File: config.mk
export PLATFORM = sky130hd
export DESIGN_NAME = line_writeback_reader
export DESIGN_NICKNAME = d
export VERILOG_FILES = /design/src/rtl/line_writeback_reader.sv
export SDC_FILE = /design/constraint.sdc
export NUM_CORES = 1
export LEC_CHECK = 0
export CORE_MARGIN = 5
export CORE_UTILIZATION = 40
export DETAILED_ROUTE_END_ITERATION = 8
export DONT_BUFFER_PORTS = 1
export PLACE_DENSITY = 0.51
export SLEW_MARGIN = 20
export SYNTH_ARGS = -nofsm -noshare
export SYNTH_HDL_FRONTEND = slang
export SYNTH_SLANG_ARGS = --single-unit
File: constraint.sdc
create_clock -name clock -period 2.49 [get_ports clock]
set_input_delay 0.498 -clock clock [delete_from_list [all_inputs] [get_ports clock]]
set_output_delay 0.498 -clock clock [all_outputs]
set_load 0.005 [all_outputs]
File: src/rtl/line_writeback_reader.sv
// rtl/line_writeback_reader.sv - reads one cache line from the data array and streams it out as addressed beats
// The line is captured once per request so stalls and later array writes never disturb the beats in flight.
module line_writeback_reader #(
  parameter int ID         = 0,
  parameter int data_width = 512,
  parameter int data_depth = 16,
  parameter int beat_width = 64,
  parameter int addr_width = 32
) (
  input  logic                          clock,
  input  logic                          reset,
  input  logic                          req_valid,
  output logic                          req_ready,
  input  logic [$clog2(data_depth)-1:0] req_index,
  input  logic [addr_width-1:0]         req_addr,
  output logic                          arr_read_en,
  output logic [$clog2(data_depth)-1:0] arr_read_addr,
  input  logic [data_width-1:0]         arr_read_data,
  output logic                          beat_valid,
  input  logic                          beat_ready,
  output logic [beat_width-1:0]         beat_data,
  output logic [addr_width-1:0]         beat_addr,
  output logic                          beat_last,
  output logic                          busy
);

  localparam int NBEATS = data_width / beat_width;
  localparam int CW     = (NBEATS > 1) ? $clog2(NBEATS) : 1;
  localparam int IW     = $clog2(data_depth);
  localparam logic [CW-1:0]         LAST_CNT   = CW'(NBEATS - 1);
  localparam logic [addr_width-1:0] BEAT_BYTES = addr_width'(beat_width / 8);

  typedef enum logic [1:0] {IDLE, READ, CAPTURE, SEND} state_t;

  state_t                               state;
  state_t                               state_next;
  logic [CW-1:0]                        cnt;
  logic [NBEATS-1:0][beat_width-1:0]    line_buf;
  logic [addr_width-1:0]                base_addr;
  logic [IW-1:0]                        read_addr_q;
  logic                                 at_last;
  logic                                 beat_fire;

  assign at_last   = (cnt == LAST_CNT);
  assign beat_fire = beat_valid && beat_ready;

  always_comb begin
    state_next  = state;
    req_ready   = 1'b0;
    arr_read_en = 1'b0;
    beat_valid  = 1'b0;
    busy        = 1'b1;
    case (state)
      IDLE: begin
        req_ready = 1'b1;
        busy      = 1'b0;
        if (req_valid) state_next = READ;
      end
      READ: begin
        arr_read_en = 1'b1;
        state_next  = CAPTURE;
      end
      CAPTURE: state_next = SEND;
      SEND: begin
        beat_valid = 1'b1;
        if (beat_ready && at_last) state_next = IDLE;
      end
      default: state_next = IDLE;
    endcase
  end

  always_ff @(posedge clock) begin
    if (reset) begin
      state       <= IDLE;
      cnt         <= '0;
      line_buf    <= '0;
      base_addr   <= '0;
      read_addr_q <= '0;
    end else begin
      state <= state_next;
      case (state)
        IDLE: begin
          if (req_valid) begin
            read_addr_q <= req_index;
            base_addr   <= req_addr;
            cnt         <= '0;
          end
        end
        // Array data is only valid here, one cycle after the read strobe.
        CAPTURE: line_buf <= arr_read_data;
        SEND: begin
          if (beat_fire && !at_last) cnt <= cnt + 1'b1;
        end
        default: ;
      endcase
    end
  end

  // Beat outputs are pure functions of held registers, so they stay put while stalled.
  assign arr_read_addr = read_addr_q;
  assign beat_data     = line_buf[cnt];
  assign beat_addr     = base_addr + addr_width'(cnt) * BEAT_BYTES;
  assign beat_last     = (state == SEND) && at_last;

  valid_held_until_accepted: assert property (
    @(posedge clock) disable iff (reset)
      (beat_valid && !beat_ready) |=> (beat_valid && $stable(beat_addr) && $stable(beat_data))
  ) else $error("line_writeback_reader %0d: beat changed before handshake", ID);

endmodule

==> flow_metrics.env <==
export IMPL_status="finished with violations"
export IMPL_violations="max-slew violations, negative setup slack"
export IMPL_setup_violations=89
export IMPL_crit_chain="buf_6 -> ha_4 -> a211oi_4 -> nor4_2 -> buf_4 -> buf_4 -> nand4_1 -> xnor2_2"
export IMPL_antenna_left=0
export IMPL_dieArea_mm2=0.0652
export IMPL_port_buffers=0
export IMPL_synth_top_family_by_area="multiplexers"
export IMPL_arrival_ns=2.38
export IMPL_hold_class="input port to flip-flop"
export IMPL_drt_wl_total_um=78400
export IMPL_whs_path_depth=2
export IMPL_htree_levels=2
export IMPL_rsz0062_at_grt="yes"
export IMPL_endpoint_kind="output port"
export IMPL_crit_family="buffers and inverters"
export IMPL_drtIter0Drc=1307
export IMPL_avgRoutedWirePerCell_um=24.7
export IMPL_cp_max_fo=6
export IMPL_synth_seq_cells=553
export IMPL_avgSynthCellArea_um2=11.2
export IMPL_via_per_inst=5.30
export IMPL_clk_pin_slew_worst_paths_ns=0.06
export IMPL_syn_area_mm2=0.0241
export IMPL_critPathRequiredTime_ns=1.99
export IMPL_clock_sinks=553
export IMPL_grt_pass1_vias=17000
export IMPL_sequentialPowerShare_pct=39.8
export IMPL_max_slew_margin_rel_pct=-47.2
export IMPL_yosys_area_top_type="dfxtp_1"
export IMPL_synth_adder_area_share_pct=0.550
export IMPL_drv_cap=0
export IMPL_clock_root_buffer="clkbuf_16"
export IMPL_cp_common_cell="buf_4"
export IMPL_synth_edff_count=0
export IMPL_p_sw_w=0.00848
export IMPL_post_route_util_pct=50.2
export IMPL_grt_ovfl_total=0
export IMPL_syn_nets=2716
export IMPL_worst_slack_ns=-0.385
export IMPL_switching_share_pct=29.5
export IMPL_path_buf_inv=3
export IMPL_drtPass1Iterations=5
export IMPL_numCtsBuffers=60
export IMPL_antenna_found_initial=20
export IMPL_hold_viol_final=0
export IMPL_comb_power_share_pct=28.1
export IMPL_fp_coreArea_mm2=0.0600
export IMPL_clkPwrFrac_pct=32.1
export IMPL_drc=0
export IMPL_numPlacedInstances=2805
export IMPL_grt_pass1_wl_um=114000
export IMPL_synth_cells=2154
export IMPL_holdWs_ns=0.0434
export IMPL_cpPeakStageDelay_ns=0.36
export IMPL_fmax_ghz=0.348
export IMPL_skew_ns=0.0209
export IMPL_ir_drop_v=0.000833
export IMPL_clk_latency_ns=0.61
export IMPL_cts_tree="done"
export IMPL_finalMaxSlewViolations=249
export IMPL_fin_nets=2894
export IMPL_start_util_pct=40.1
export IMPL_die_h_um=255
export IMPL_synth_area_leaders="dfxtp_1 (46%), mux2i_1 (21%), mux4_2 (12%), nor2_1 (8.1%), mux2_4 (3.7%)"
export IMPL_die_w_um=255
export IMPL_tightest_slew_ns=2.21
export IMPL_row_count=90
export IMPL_synth_top_area_share_pct=45.9
export IMPL_crit_type="flip-flop to output port"
export IMPL_gr_usage_all_layers_pct=22.6
export IMPL_dp_hpwl_um=51800
export IMPL_startpoint_type="flip-flop"
export IMPL_ys_types=35
export IMPL_yosysMostFrequentCell="dfxtp_1"
export IMPL_yosys_warnings=0
export IMPL_fin_crit_ns=2.88
export IMPL_power_leakage_nw=10.9
export IMPL_drive_gt1_share_pct=18.6
export IMPL_synthMuxAreaShare_pct=37.4
export IMPL_rr_worst_depth=9
export IMPL_slowest_stage="dfxtp_4"
export IMPL_yosys_area_share_simple_pct=10.5
export IMPL_cp_depth=8
export IMPL_internal_power_w=0.0203
export IMPL_syn2layout_area_growth_pct=25.0
export IMPL_ioPinCount=657
export IMPL_synthTopCellsByCount="dfxtp_1 (553), nor2_1 (519), mux2i_1 (516)"
export IMPL_synth_compound_area_share_pct=0.924
export IMPL_ys_seq_area_share_pct=45.9
export IMPL_p_total_w=0.0288
export IMPL_p_per_area_mw_per_mm2=954
export IMPL_min_period_over_period_pct=115
export IMPL_routabilityCongestion=0.882
export IMPL_grt_max_degree=438
export IMPL_cts_path_max_buffers=3
export IMPL_synth_xor_area_share_pct=0.981
export IMPL_synth_ff_type="dfxtp_1"
export IMPL_vias=16900
export IMPL_async_flop_share_pct=0
export IMPL_layoutNonFillerInstCount=3181
==> final cells by class <==
| class | instances | area, µm² |
|---|---|---|
| inverters | 3 | 11.3 |
| flip-flops and latches | 553 | 11100 |
| repair buffers | 285 | 3430 |
| multi-input cells | 1429 | 12500 |
| clock buffers | 94 | 1840 |
| fillers | 5384 | 29900 |
| diodes | 18 | 45.0 |
| clock inverters | 17 | 224 |
| well taps | 782 | 978 |
==> logic make-up (layout without fill, tap and decap cells) <==
logic type | Yosys count | after routing
AO/OA/AOI/OAI | 43 | 43
AND/OR/NAND/NOR | 641 | 641
other | 0 | 18
multiplexers | 708 | 708
adder cells (fa/ha/maj) | 10 | 10
XOR/XNOR | 27 | 27
buffers and inverters | 172 | 399
flip-flops | 553 | 553
==> metal layers <==
metal  global-route usage, %  vias to the layer above  part of all wire (%)
li1                        -                     7904                     -
met1                    26.7                     8197                    39
met2                    38.3                      610                    49
met3                    7.81                      143                   8.6
met5                       0                        -                 0.065
met4                    8.16                        8                   3.1
==> power by group through the flow <==
| stage | Clock [W] | Combinational, W | Sequential (W) |
|---|---|---|---|
| floorplan | 0 | 0.00628 | 0.0112 |
| global placement | 0 | 0.00719 | 0.0115 |
| detailed placement | 0 | 0.00734 | 0.0116 |
| CTS | 0.00948 | 0.00799 | 0.0114 |
| global route | 0.00981 | 0.00877 | 0.0116 |
| finish | 0.00924 | 0.00808 | 0.0114 |
==> registers in the layout, summed over array words and instances, names as in the netlist <==
name,flops
state,2
arr_read_addr,4
line_buf,512
base_addr,32
cnt,3
==> metrics by stage <==
stage,cell area [µm²],setup slack [ns],TNS (ns)
6_report,30100,-0.385,-20.54
3_3_place_gp,24700,0.0875,0
4_1_cts,29600,-0.362,-25.51
3_5_place_dp,24700,0.0356,0
2_1_floorplan,24100,0.307,0
5_1_grt,30100,-0.465,-27.82
==> final timing paths <==
| path | start | to | slack [ns] |
|---|---|---|---|
| hold / removal | arr_read_data[110] | line_buf[110] | 0.04 |
| hold reg to reg | arr_read_addr[0] | arr_read_addr[0] | 0.48 |
| setup / recovery | cnt[1] | beat_addr[24] | -0.39 |
| setup reg to reg | cnt[0] | cnt[2] | 0.17 |
==> worst register-to-register path, stage by stage, from the launching register on <==
cell,delay [ns]
dfxtp_4,0.39
buf_6,0.18
clkbuf_16,0.20
buf_4,0.17
ha_1,0.20
ha_2,0.18
nand3b_1,0.15
a21oi_1,0.35
mux2i_1,0.26
nor2_1,0.07
==> repair_timing <==
action	in CTS	in global routing
gates cloned	13	7
gates resized for setup	87	35
pin swaps	22	14
buffers inserted	21	24
setup endpoints to repair	91	92
hold buffers	187	0
hold endpoints to repair	240	0
==> placed cells by master, fill, tap and decap left out, types with 3 or more instances in the layout <==
cell type / synthesis / final
ha_4: 0 / 4
bufinv_16: 0 / 5
inv_6: 0 / 3
buf_12: 7 / 24
clkbuf_8: 0 / 19
mux2_4: 60 / 64
and3_1: 3 / 3
clkbuf_16: 0 / 68
clkinv_2: 0 / 8
mux4_2: 124 / 128
and2_1: 8 / 6
clkbuf_1: 73 / 14
nor2_1: 519 / 517
nand3_4: 0 / 5
inv_1: 3 / 3
bufbuf_16: 0 / 3
dlygate4sd3_1: 0 / 186
ha_1: 9 / 4
xnor2_1: 20 / 4
diode_2: 0 / 18
a21oi_1: 40 / 39
buf_4: 4 / 38
dfxtp_2: 0 / 4
xnor2_2: 0 / 16
nand4_1: 12 / 12
dfxtp_1: 553 / 546
mux2i_1: 516 / 516
xor2_1: 7 / 3
xor2_2: 0 / 4
buf_6: 2 / 13
buf_16: 0 / 14
dfxtp_4: 0 / 3
nand2_1: 78 / 76
No activity file was read; power rests on OpenSTA's default activity.
